--- src/rtl/aes_req_sched.sv ---
// aes_req_sched: request scheduler and key owner for the shared aes_128 core.
//
// This block arbitrates round-robin between the encrypt requester (s0) and the
// decrypt requester (s1). It holds the session key and drives the core inputs.
// It waits out the core latency, then returns the result tagged with the
// requester id. Only one block is in flight at any time.
//
// Optional feature macro: AES_SCHED_STATS_EN
//   defined   -> 16-bit saturating result counters per requester
//   undefined -> cnt_enc / cnt_dec tied to 0, no counter logic
//
// State table
//   state   | meaning
//   --------+---------------------------------------------------------------
//   ST_IDLE | key writes accepted; otherwise grant one requester
//   ST_RUN  | block held on core inputs; wait_q counts down the core latency
//   ST_RESP | result presented on m_*; waiting for m_ready
module aes_req_sched #(
   parameter int unsigned CORE_LAT = 1
) (
   input  logic         clk,
   input  logic         rst,
   input  logic [127:0] key_in,
   input  logic         key_load,
   output logic         key_ready,
   input  logic         s0_valid,
   output logic         s0_ready,
   input  logic [127:0] s0_data,
   input  logic         s1_valid,
   output logic         s1_ready,
   input  logic [127:0] s1_data,
   output logic [127:0] core_data_in,
   output logic [127:0] core_key,
   output logic         core_enc_dec,
   input  logic [127:0] core_data_out,
   output logic         m_valid,
   input  logic         m_ready,
   output logic [127:0] m_data,
   output logic         m_id,
   output logic         busy,
   output logic [15:0]  cnt_enc,
   output logic [15:0]  cnt_dec
);

   typedef enum logic [1:0] {
      ST_IDLE = 2'd0,
      ST_RUN  = 2'd1,
      ST_RESP = 2'd2
   } state_t;

   state_t        state_q;
   logic          last_id_q;
   logic          id_q;
   logic [127:0]  key_q;
   logic [127:0]  data_in_q;
   logic          enc_dec_q;
   logic [3:0]    wait_q;
   logic          m_valid_q;
   logic [127:0]  m_data_q;
   logic          m_id_q;

   logic          gnt_valid;
   logic          gnt_id;
   logic          accept;
   logic          res_hs;
   logic [127:0]  gnt_data;

   // Grant: a key write in IDLE blocks both requesters for that cycle; on a
   // tie the requester that was not served last wins.
   always_comb begin
      gnt_valid = 1'b0;
      gnt_id    = 1'b0;
      if (state_q == ST_IDLE && !key_load) begin
         if (s0_valid && s1_valid) begin
            gnt_valid = 1'b1;
            gnt_id    = ~last_id_q;
         end else if (s0_valid) begin
            gnt_valid = 1'b1;
            gnt_id    = 1'b0;
         end else if (s1_valid) begin
            gnt_valid = 1'b1;
            gnt_id    = 1'b1;
         end
      end
   end

   assign s0_ready = gnt_valid & ~gnt_id;
   assign s1_ready = gnt_valid &  gnt_id;
   assign accept   = (s0_valid & s0_ready) | (s1_valid & s1_ready);
   assign gnt_data = gnt_id ? s1_data : s0_data;
   assign res_hs   = (state_q == ST_RESP) & m_valid_q & m_ready;

   assign key_ready    = (state_q == ST_IDLE);
   assign busy         = (state_q != ST_IDLE);
   assign core_key     = key_q;
   assign core_data_in = data_in_q;
   assign core_enc_dec = enc_dec_q;
   assign m_valid      = m_valid_q;
   assign m_data       = m_data_q;
   assign m_id         = m_id_q;

   // Main sequencer: key load, accept, latency countdown and result handshake.
   always_ff @(posedge clk) begin
      if (rst) begin
         state_q   <= ST_IDLE;
         last_id_q <= 1'b1;
         id_q      <= 1'b0;
         key_q     <= '0;
         data_in_q <= '0;
         enc_dec_q <= 1'b0;
         wait_q    <= '0;
         m_valid_q <= 1'b0;
         m_data_q  <= '0;
         m_id_q    <= 1'b0;
      end else begin
         case (state_q)
            ST_IDLE: begin
               if (key_load) begin
                  key_q <= key_in;
               end else if (accept) begin
                  data_in_q <= gnt_data;
                  enc_dec_q <= ~gnt_id;
                  id_q      <= gnt_id;
                  last_id_q <= gnt_id;
                  wait_q    <= 4'(CORE_LAT);
                  state_q   <= ST_RUN;
               end
            end
            ST_RUN: begin
               if (wait_q != 4'd0) begin
                  wait_q <= wait_q - 4'd1;
               end else begin
                  m_data_q  <= core_data_out;
                  m_id_q    <= id_q;
                  m_valid_q <= 1'b1;
                  state_q   <= ST_RESP;
               end
            end
            ST_RESP: begin
               if (res_hs) begin
                  m_valid_q <= 1'b0;
                  state_q   <= ST_IDLE;
               end
            end
            default: begin
               state_q   <= ST_IDLE;
               m_valid_q <= 1'b0;
            end
         endcase
      end
   end

`ifdef AES_SCHED_STATS_EN
   logic [15:0] cnt_enc_q;
   logic [15:0] cnt_dec_q;

   // Per-requester result counters, saturating at all-ones.
   always_ff @(posedge clk) begin
      if (rst) begin
         cnt_enc_q <= '0;
         cnt_dec_q <= '0;
      end else if (res_hs) begin
         if (!m_id_q) begin
            if (cnt_enc_q != 16'hFFFF) cnt_enc_q <= cnt_enc_q + 16'd1;
         end else begin
            if (cnt_dec_q != 16'hFFFF) cnt_dec_q <= cnt_dec_q + 16'd1;
         end
      end
   end

   assign cnt_enc = cnt_enc_q;
   assign cnt_dec = cnt_dec_q;
`else
   assign cnt_enc = 16'd0;
   assign cnt_dec = 16'd0;
`endif

endmodule

--- config.mk ---
export PLATFORM = sky130hd
export DESIGN_NAME = aes_req_sched
export DESIGN_NICKNAME = d
export VERILOG_FILES = /design/src/rtl/aes_req_sched.sv
export SDC_FILE = /design/constraint.sdc
export NUM_CORES = 1
export LEC_CHECK = 0
export CAP_MARGIN = 10
export CORE_AREA = 2 2 363 365
export DETAILED_ROUTE_END_ITERATION = 8
export DIE_AREA = 0 0 365 367
export PLACE_DENSITY = 0.35
export SYNTH_ARGS = -nofsm -noshare
export SYNTH_HDL_FRONTEND = slang
export SYNTH_SLANG_ARGS = --single-unit
--- constraint.sdc ---
create_clock -name clk -period 2.1 [get_ports clk]
set_input_delay 0.63 -clock clk [delete_from_list [all_inputs] [get_ports clk]]
set_output_delay 0.63 -clock clk [all_outputs]
set_load 0.01 [all_outputs]
==> run summary, run 1 <==
- Worst R2R Path Depth: 6
- GRT Resource Usage Total: 12.4%
- Critical-path top delay cell: sky130_fd_sc_hd__or3_4
- unique cell type count in the Yosys netlist: 40
- Logic pwr share: 20.7%
- cell area after layout: 27,500 um^2
- area of the die: 134,000 um^2
- worst reg2reg endpoint: core_data_in[127]
- number of rows in the core area: 133
- cell-internal power: 16.4 mW
- setup total negative slack: -468 ps
- later-pin clock latency in the skew report: 640 ps
- Tightest Hold Check Type: input pin to register
- Slew Limit Fails: 0
- overall overflow remaining after global route: 0
- total number of nets in the final design: 3,174
- sequential element share of the synthesized area: 55.3%
- area of the mapped netlist: 14,300 um^2
- gate count of the mapped netlist: 1,731
- arrival time at the worst endpoint: 1640 ps
- peak supply drop: 0.530 mV
- average vias per placed instance: 3.53
- DR pass1 iterations: 6
- outcome: finished, violations left
- number of fill cells in the layout: 14,700
- WL/cell: 19.7 um
- maximum number of pins on one net before global-route repair: 95
- delay contributed by the slowest stage of the critical path: 420 ps
- maximum frequency from static timing analysis: 440 MHz
- placed cell areas: 25,900 um^2
- clock transition at the registers of the reported paths: 60 ps
- worst slew margin relative to its limit: 56.8%
- number of clock sinks seen by CTS: 395
- worst clock skew: 22.0 ps
- total CTS buffers: 54
- flip-flop and latch count after synthesis: 395
- Synth-to-Final Area Change: 92.0%
- kind of cell adding the most delay to the critical path: simple AND/OR/NAND/NOR gates
- weighted congestion reported at the end of routability-driven placement: 0.829
- mean post-synth cell area: 8.26 um^2
- first-pass GRT wire length: 121,000 um
- number of routed nets with antenna violations: 0
- portion of total power attributed to the clock network: 42.5%
- Port Buf Inserts: 908
- path type of the worst setup path: register to output pin
- number of synthesis warnings: 0
- Crit Reg-Reg Startpoint: state_q[0]
- TritonCTS clock tree: yes
- Initial Util: 11.0%
- power density relative to cell area: 839 nW/um^2
- Hold Crit Endpoint: core_data_in[56]
- clock root buffer: sky130_fd_sc_hd__clkbuf_16
- count of buffering cells on the critical path with inverters included: 1
- start point of the worst hold path: rst
- standby leakage power: 11.5 nW
- worst setup slack before clock tree synthesis: -862 ps
- I/O pin count: 941
- Max H-tree Level: 2
- number of flops mapped to enable cells by yosys: 0
- number of vias after detailed routing: 15,700
- switching power share of the total: 29.0%
- setup repair after global routing missed its margin: true
- Placeable Area: 130,000 um^2
- final period utilization: 108%
- slew at the pin closest to its max-slew limit: 648 ps
- share of post-route cells with drive strength above 1: 8.31%
- number of antenna violations at the first check in global routing: 31
- CP Max Fanout: 3
- hpwl dp: 67,700 um
- DRC: 0
- WL final: 87,600 um
- area of the multi-input gates: 5680 um^2
- nature of the critical path endpoint: output pin
- vias in the first global route: 15,800
- maximum number of buffers from clock root to sink: 3
- crit path cell chain: or3_4 -> nor2_8 -> buf_6
- switching pwr: 6.68 mW
- drt first-iter violations: 862
- failing checks: negative setup slack
- required time reported for the critical path endpoint: 1470 ps
- die height: 367 um
- number of setup violations in the final report: 4
- die span in x: 365 um
- Reg2Reg Setup Slack: 140 ps
- final hold slack: 301 ps
- top flip-flop cell by instance count after synthesis: sky130_fd_sc_hd__dfxtp_1
- max-cap viol count: 0
- share of total power in sequential cells: 36.7%
- Worst setup SP type: register
- post-synthesis async set-or-reset flop share: 0%
- Hold Crit Depth: 2
- final worst path period need: 2270 ps
- final worst-path setup slack: -171 ps
- final count of hold timing violations: 0
- register cell area after layout: 7920 um^2
Yosys cell counts (2+ instances only):
cell type / count / area share [%]
sky130_fd_sc_hd__nand2b_1: 3 / 0.13
sky130_fd_sc_hd__a21o_1: 2 / 0.10
sky130_fd_sc_hd__a222oi_1: 41 / 2.9
sky130_fd_sc_hd__dfxtp_1: 395 / 55
sky130_fd_sc_hd__buf_2: 55 / 1.9
sky130_fd_sc_hd__nor3_4: 2 / 0.23
sky130_fd_sc_hd__buf_6: 3 / 0.24
sky130_fd_sc_hd__clkbuf_1: 70 / 1.8
sky130_fd_sc_hd__a21oi_1: 261 / 9.1
sky130_fd_sc_hd__o21ai_1: 20 / 0.70
sky130_fd_sc_hd__buf_1: 3 / 0.079
sky130_fd_sc_hd__inv_1: 4 / 0.10
sky130_fd_sc_hd__o21ai_0: 45 / 1.6
sky130_fd_sc_hd__nand2_1: 630 / 17
sky130_fd_sc_hd__buf_4: 39 / 2.0
sky130_fd_sc_hd__nor2_1: 48 / 1.3
sky130_fd_sc_hd__a22oi_1: 87 / 4.6
worst reg2reg max path, stage by stage (launching register included):
cell                       delay, ps
sky130_fd_sc_hd__dfxtp_2         330
sky130_fd_sc_hd__or3_4           420
sky130_fd_sc_hd__nor2_8          130
sky130_fd_sc_hd__buf_4           140
sky130_fd_sc_hd__buf_4           490
sky130_fd_sc_hd__o221ai_1        240
sky130_fd_sc_hd__a21oi_1         150
metrics by stage:
stage / utilization (%) / instances / power, mW
5_1_grt: 21.0 / 4457 / 24.3
6_report: 21.0 / 4458 / 23.0
4_1_cts: 21.0 / 4448 / 23.7
3_5_place_dp: 19.9 / 4349 / 13.9
2_1_floorplan: - / 1762 / 10.4
3_3_place_gp: 19.9 / 4349 / 13.9
worst max path at each step:
| stage | startpoint | depth (start not counted) | to | slack, ps |
|---|---|---|---|---|
| after floorplan | key_load | 3 | s1_ready | 120 |
| after detailed placement | key_load | 4 | s1_ready | -860 |
| final | state_q[0] | 3 | s1_ready | -170 |
| after global placement | key_load | 4 | s1_ready | -870 |
| after global routing | state_q[0] | 3 | s1_ready | -260 |
| after CTS | state_q[0] | 3 | s1_ready | -270 |
kinds of logic after synthesis:
kind of cell             synth area share (%)
buffers and inverters                    6.23
adder cells (fa/ha/maj)                0.0875
flip-flops                               55.3
other                                  0.0262
AND/OR/NAND/NOR                          18.9
AO/OA/AOI/OAI                            19.4
multiplexers                           0.0700
power groups by stage:
stage          sequential [mW]  clock, mW  combinational [mW]
3_5_place_dp              8.65          0                5.24
6_report                  8.47       9.80                4.77
2_1_floorplan             8.88          0                1.54
4_1_cts                   8.47       10.3                4.87
5_1_grt                   8.55       10.6                5.20
3_3_place_gp              8.64          0                5.26
layout by cell type (no fill, tap or decap), drive strengths merged, types with 2 or more instances in the layout:
| cell | Yosys | routed |
|---|---|---|
| dlygate4sd2 | 0 | 371 |
| dfxtp | 395 | 395 |
| clkdlybuf4s50 | 0 | 514 |
| nor2 | 49 | 49 |
| inv | 4 | 6 |
| conb | 1 | 32 |
| clkdlybuf4s15 | 0 | 17 |
| a222oi | 41 | 41 |
| diode | 0 | 6 |
| nand2b | 3 | 3 |
| a21o | 2 | 2 |
| clkbuf | 70 | 82 |
| clkinv | 0 | 11 |
| bufinv | 0 | 4 |
| a22oi | 87 | 87 |
| a21oi | 262 | 262 |
| buf | 100 | 103 |
| nor3 | 3 | 3 |
| nand2 | 630 | 630 |
| o21ai | 65 | 65 |
cell type report:
| class | instances | area share (%) |
|---|---|---|
| clock buffers | 81 | 5.99 |
| clock inverters | 17 | 0.756 |
| well taps | 1755 | 8.00 |
| repair buffers | 1007 | 35.7 |
| inverters | 4 | 0.0547 |
| flip-flops and latches | 395 | 28.8 |
| multi-input cells | 1193 | 20.7 |
| diodes | 6 | 0.0547 |
state kept, by name, summed over array words and instances (netlist names):
register	cells
core_enc_dec	1
m_valid	1
state_q	2
core_key	128
core_data_in	128
m_data	128
id_q	1
m_id	1
last_id_q	1
wait_q	4
what timing repair did:
item | CTS | global route
resized for setup | 448 | 3
setup buffers | 1 | 3
cloned | 0 | 1
pin swaps | 5 | 0
hold buffers | 0 | 0
setup endpoints to repair | 391 | 17
hold endpoints to repair | 0 | 0
per-layer routing:
| metal | up-vias | share of wire (%) | GRT usage [%] |
|---|---|---|---|
| met5 | - | 0.21 | 0 |
| met4 | 28 | 2.6 | 3.98 |
| met3 | 126 | 8.6 | 4.35 |
| met2 | 631 | 50 | 22.0 |
| met1 | 7303 | 38 | 13.7 |
| li1 | 7636 | - | - |
Note: power is estimated with default switching activity, not from simulation.
==> run 2, diff against run 1 <==
--- a/config.mk
+++ b/config.mk
@@ -6,9 +6,9 @@
 export NUM_CORES = 1
 export LEC_CHECK = 0
 export CAP_MARGIN = 10
-export CORE_AREA = 2 2 363 365
+export CORE_AREA = 5 5 366 368
 export DETAILED_ROUTE_END_ITERATION = 8
-export DIE_AREA = 0 0 365 367
+export DIE_AREA = 0 0 371 373
 export PLACE_DENSITY = 0.35
 export SYNTH_ARGS = -nofsm -noshare
 export SYNTH_HDL_FRONTEND = slang
==> run 2 against run 1 <==
The run still ends with negative setup slack left; via count is 0.69% higher; clock power is 0.5% lower; first-iteration DRC count is 8.2% lower; die area is 3.3% higher; maximum frequency is 0.20% higher; cell count hardly changed; sequential power hardly changed; combinational power is 1% higher; worst hold slack worse by 20 ps; power hardly changed; critical path depth is 2 higher; sequential share of layout area hardly changed; critical path type is now input pin to output pin; critical endpoint unchanged; largest power group unchanged.
==> run summary, run 2 (synthesized netlist as in run 1, its figures left out) <==
- number of routed nets with antenna violations: 0
- I/O pin count: 941
- Synth-to-Final Area Change: 92.2%
- number of antenna violations at the first check in global routing: 35
- slew at the pin closest to its max-slew limit: 557 ps
- die span in x: 371 um
- power density relative to cell area: 838 nW/um^2
- outcome: finished, violations left
- Worst setup SP type: input pin
- TritonCTS clock tree: yes
- post-cts hold buffer count: 0
- Crit Reg-Reg Startpoint: wait_q[0]
- GRT Max-Usage Layer: met2
- final count of hold timing violations: 0
- WL final: 91,400 um
- worst reg2reg endpoint: m_data[100]
- WL/cell: 20.5 um
- Placeable Area: 130,000 um^2
- first-pass GRT wire length: 126,000 um
- hpwl dp: 71,800 um
- area of the die: 138,000 um^2
- clock transition at the registers of the reported paths: 60 ps
- Initial Util: 11.0%
- maximum number of buffers from clock root to sink: 3
- required time reported for the critical path endpoint: 1470 ps
- total number of nets in the final design: 3,168
- Hold Crit Endpoint: core_data_in[40]
- maximum number of pins on one net before global-route repair: 61
- weighted congestion reported at the end of routability-driven placement: 0.780
- Slew Limit Fails: 0
- drt first-iter violations: 791
- number of setup violations in the final report: 3
- worst clock skew: 21.5 ps
- Tightest Hold Check Type: input pin to register
- number of vias after detailed routing: 15,800
- GRT Resource Usage Total: 12.6%
- final worst path period need: 2270 ps
- CP Max Fanout: 3
- failing checks: negative setup slack
- peak supply drop: 0.516 mV
- startpoint of the worst setup timing path: key_load
- total CTS buffers: 55
- max-cap viol count: 0
- clock root buffer: sky130_fd_sc_hd__clkbuf_16
- number of clock sinks seen by CTS: 395
- average vias per placed instance: 3.55
- final worst-path setup slack: -167 ps
- number of rows in the core area: 133
- DRC: 0
- DR pass1 iterations: 6
- later-pin clock latency in the skew report: 620 ps
- standby leakage power: 11.5 nW
- maximum frequency from static timing analysis: 441 MHz
- nature of the critical path endpoint: output pin
- worst setup slack before clock tree synthesis: -817 ps
- final period utilization: 108%
- commonest cells after routing, fill and taps aside: 627 x sky130_fd_sc_hd__nand2_1, 514 x sky130_fd_sc_hd__clkdlybuf4s50_1, 391 x sky130_fd_sc_hd__dfxtp_1, 380 x sky130_fd_sc_hd__dlygate4sd2_1, 261 x sky130_fd_sc_hd__a21oi_1
- met1 global-route usage: 13.8%
- overall overflow remaining after global route: 0
- setup repair after global routing missed its margin: true
- final hold slack: 280 ps
- Port Buf Inserts: 908
- Hold Crit Depth: 2
- path type of the worst setup path: input pin to output pin
- worst slew margin relative to its limit: 62.9%
- Reg2Reg Setup Slack: 170 ps
- commonest non-fill, non-tap cell in the layout: sky130_fd_sc_hd__nand2_1
- arrival time at the worst endpoint: 1640 ps
- share of post-route cells with drive strength above 1: 7.76%
- die height: 373 um
- met2 routing resource usage after global routing: 22.3%
- Max H-tree Level: 2
- vias in the first global route: 16,300
- start point of the worst hold path: rst
- grt met3 use: 5.20%
- Worst R2R Path Depth: 8
- setup total negative slack: -323 ps
run 2: changes by cell type in the layout (fill, tap and decap cells not counted), sizes merged:
| cell | previous run | this run |
|---|---|---|
| clkbuf | 82 | 85 |
| dlygate4sd2 | 371 | 380 |
| inv | 6 | 5 |
| buf | 103 | 98 |
| clkinvlp | 0 | 5 |
| diode | 6 | 12 |
| clkinv | 11 | 7 |
| clkdlybuf4s15 | 17 | 7 |
run 2: worst max-delay path by stage:
| stage | end | slack (ps) | cells past startpoint |
|---|---|---|---|
| 5_1_grt | s1_ready | -200 | 3 |
| 3_3_place_gp | s1_ready | -820 | 5 |
| 6_report | s1_ready | -170 | 5 |
| 2_1_floorplan | s1_ready | 120 | 3 |
| 3_5_place_dp | s1_ready | -820 | 5 |
| 4_1_cts | s1_ready | -240 | 3 |
run 2: area by class of cell:
| cell class | instances | area, um^2 |
|---|---|---|
| Clock buffer | 85 | 1650 |
| Sequential cell | 395 | 7920 |
| Antenna cell | 12 | 30.0 |
| Timing Repair Buffer | 1000 | 9770 |
| Inverter | 4 | 17.5 |
| Clock inverter | 17 | 216 |
| Fill cell | 14700 | 103000 |
| Multi-Input combinational cell | 1193 | 5680 |
| Tap cell | 1755 | 2200 |
run 2: where the power goes:
group	switching (mW)	internal, mW	leakage [nW]	total (mW)
registers	0.338	8.13	3.23	8.47
clock network	3.87	5.88	0.902	9.75
logic	2.44	2.38	7.32	4.82
run 2: critical path: stages:
cell	delay, ps
sky130_fd_sc_hd__dlygate4sd2_1	240
sky130_fd_sc_hd__buf_6	130
sky130_fd_sc_hd__or3_4	420
sky130_fd_sc_hd__nor2_8	100
sky130_fd_sc_hd__buf_6	110
run 2: metrics by stage:
step | cell area, um^2 | instances | util [%] | power, mW
2_1_floorplan | 14400 | 1762 | - | 10.4
3_3_place_gp | 26000 | 4345 | 19.9 | 14.0
3_5_place_dp | 26000 | 4345 | 19.9 | 14.0
4_1_cts | 27400 | 4449 | 21.0 | 23.7
5_1_grt | 27500 | 4456 | 21.1 | 24.3
6_report | 27500 | 4461 | 21.1 | 23.0
run 2: what timing repair did:
item / in CTS / in global routing
resized for setup: 439 / 5
setup buffers: 2 / 0
pin swaps: 5 / 3
setup endpoints to repair: 409 / 28
run 2: metal layers:
| layer | vias up | part of all wire (%) | wire length [um] |
|---|---|---|---|
| met5 | - | 0.20 | 179 |
| met4 | 26 | 2.3 | 2100 |
| met3 | 120 | 9.7 | 8870 |
| met2 | 607 | 50 | 45700 |
| met1 | 7434 | 38 | 34500 |
| li1 | 7645 | - | - |
==> run 3, diff against run 2 <==
--- a/config.mk
+++ b/config.mk
@@ -9,7 +9,7 @@
 export CORE_AREA = 5 5 366 368
 export DETAILED_ROUTE_END_ITERATION = 8
 export DIE_AREA = 0 0 371 373
-export PLACE_DENSITY = 0.35
+export PLACE_DENSITY = 0.44
 export SYNTH_ARGS = -nofsm -noshare
 export SYNTH_HDL_FRONTEND = slang
 export SYNTH_SLANG_ARGS = --single-unit
==> run 3 against run 2 <==
The run still ends with negative setup slack left; global-route usage increased by 0.29 points; count of clock-buffer cells in the layout fell by 8; via count up 1.0%; first-iteration DRC count rose by 30%; core utilization about the same; setup slack got worse by 13 ps; sequential share of layout area grew 0.065 points; cell area shrank 0.21%; non-clock buffer count is 1 lower; combinational power about the same; clock power is 2% higher; maximum frequency down 0.57%; largest cell class unchanged.
==> run summary, run 3 (synthesized netlist as in run 1, its figures left out) <==
- outcome: finished, violations left
- failing checks: negative setup slack
- worst clock skew: 21.8 ps
- CP Max Fanout: 4
- final period utilization: 109%
- TritonCTS clock tree: yes
- drt first-iter violations: 1,026
- DR pass1 iterations: 6
- DRC: 0
- clock root buffer: sky130_fd_sc_hd__clkbuf_16
- number of setup violations in the final report: 4
- WL/cell: 21.2 um
- number of clock sinks seen by CTS: 395
- Initial Util: 11.0%
- die height: 373 um
- worst slew margin relative to its limit: 59.2%
- GRT Resource Usage Total: 12.9%
- number of antenna violations at the first check in global routing: 36
- total power of the final layout: 23.2 mW
- post-cts hold buffer count: 0
- commonest non-fill, non-tap cell in the layout: sky130_fd_sc_hd__nand2_1
- die span in x: 371 um
- placed cell areas: 25,900 um^2
- Worst setup SP type: input pin
- commonest cells after routing, fill and taps aside: 627 x sky130_fd_sc_hd__nand2_1, 515 x sky130_fd_sc_hd__clkdlybuf4s50_1, 388 x sky130_fd_sc_hd__dfxtp_1, 365 x sky130_fd_sc_hd__dlygate4sd2_1, 261 x sky130_fd_sc_hd__a21oi_1
- Max H-tree Level: 2
- share of post-route cells with drive strength above 1: 8.21%
- nature of the critical path endpoint: output pin
- setup repair after global routing missed its margin: true
- number of routed nets with antenna violations: 0
- clock transition at the registers of the reported paths: 60 ps
- final worst path period need: 2280 ps
- path type of the worst setup path: input pin to output pin
- maximum number of buffers from clock root to sink: 3
- overall overflow remaining after global route: 0
- vias in the first global route: 15,800
- peak supply drop: 0.621 mV
- max-cap viol count: 0
- total number of nets in the final design: 3,167
- Slew Limit Fails: 0
- first-pass GRT wire length: 128,000 um
- WL final: 94,700 um
- standby leakage power: 11.4 nW
- maximum number of pins on one net before global-route repair: 99
- average vias per placed instance: 3.59
- I/O pin count: 941
- power density relative to cell area: 847 nW/um^2
- Port Buf Inserts: 908
- total CTS buffers: 55
- number of vias after detailed routing: 16,000
- Synth-to-Final Area Change: 91.8%
- final worst-path setup slack: -180 ps
- cell area after layout: 27,400 um^2
- weighted congestion reported at the end of routability-driven placement: 0.845
- hpwl dp: 75,400 um
- later-pin clock latency in the skew report: 640 ps
- required time reported for the critical path endpoint: 1470 ps
- arrival time at the worst endpoint: 1650 ps
- final count of hold timing violations: 0
- maximum frequency from static timing analysis: 439 MHz
- slew at the pin closest to its max-slew limit: 612 ps
- Worst R2R Path Depth: 8
- number of rows in the core area: 133
- Tightest Hold Check Type: input pin to register
- area of the die: 138,000 um^2
- Hold Crit Depth: 2
- Placeable Area: 130,000 um^2
run 3: cell count changes in the layout (fill, tap and decap cells not counted), moves of 2 or more:
cell                              previous run  this run
sky130_fd_sc_hd__clkdlybuf4s15_1             3        10
sky130_fd_sc_hd__dfxtp_2                     1         5
sky130_fd_sc_hd__buf_4                      52        59
sky130_fd_sc_hd__inv_6                       0         4
sky130_fd_sc_hd__clkbuf_8                   12         8
sky130_fd_sc_hd__clkdlybuf4s15_2             4        10
sky130_fd_sc_hd__clkbuf_1                   16        14
sky130_fd_sc_hd__dfxtp_1                   391       388
sky130_fd_sc_hd__dlygate4sd2_1             380       365
sky130_fd_sc_hd__buf_12                     35        27
sky130_fd_sc_hd__bufinv_16                   4         7
run 3: final cells by class:
class	count	area (um^2)
inverters	4	15.0
diodes	11	27.5
clock buffers	77	1540
well taps	1755	2200
repair buffers	999	9730
flip-flops and latches	395	7920
multi-input cells	1193	5670
clock inverters	24	329
fillers	14700	103000
run 3: routing by layer:
metal | GRT usage (%) | vias up | wire length (um)
li1 | - | 7650 | -
met1 | 15.0 | 7554 | 37900
met2 | 22.6 | 642 | 46300
met3 | 4.70 | 120 | 8710
met4 | 2.55 | 24 | 1650
met5 | 0 | - | 162
run 3: worst max-delay path: stages:
cell and delay, ps:
sky130_fd_sc_hd__clkdlybuf4s15_2 220, sky130_fd_sc_hd__buf_12 160, sky130_fd_sc_hd__or3_4 420, sky130_fd_sc_hd__nor2_8 100, sky130_fd_sc_hd__buf_6 110
run 3: worst paths after layout:
check	from	slack (ps)	endpoint
max	key_load	-180	s1_ready
min	rst	310	core_data_in[104]
max reg2reg	wait_q[0]	100	m_data[75]
min reg2reg	core_key[81]	450	core_key[81]
run 3: timing repair:
| action | 4_1_cts | 5_1_grt |
|---|---|---|
| setup endpoints to repair | 388 | 103 |
| buffers inserted | 2 | 1 |
| pin swaps | 5 | 3 |
| gates resized for setup | 453 | 5 |
| cloned | 0 | 1 |
| hold endpoints to repair | 0 | 0 |
run 3: power by group:
group          total, mW  internal, mW  leakage [nW]  switching, mW
Sequential          8.48          8.13          3.23          0.348
Combinational       4.84          2.36          7.24           2.48
Clock               9.92          5.96         0.897           3.95
Total               23.2          16.5          11.4           6.78
run 3: metrics by stage:
| stage | cells | TNS, ps | setup slack, ps | hold slack, ps | util [%] |
|---|---|---|---|---|---|
| 6_report | 4458 | -400 | -180 | 312 | 21.0 |
| 4_1_cts | 4445 | -705 | -227 | 243 | 21.0 |
| 3_3_place_gp | 4342 | -80580 | -927 | 435 | 19.8 |
| 5_1_grt | 4448 | -722 | -210 | 266 | 21.0 |
| 3_5_place_dp | 4342 | -85070 | -936 | 439 | 19.8 |
| 2_1_floorplan | 1762 | 0 | 124 | 426 | - |
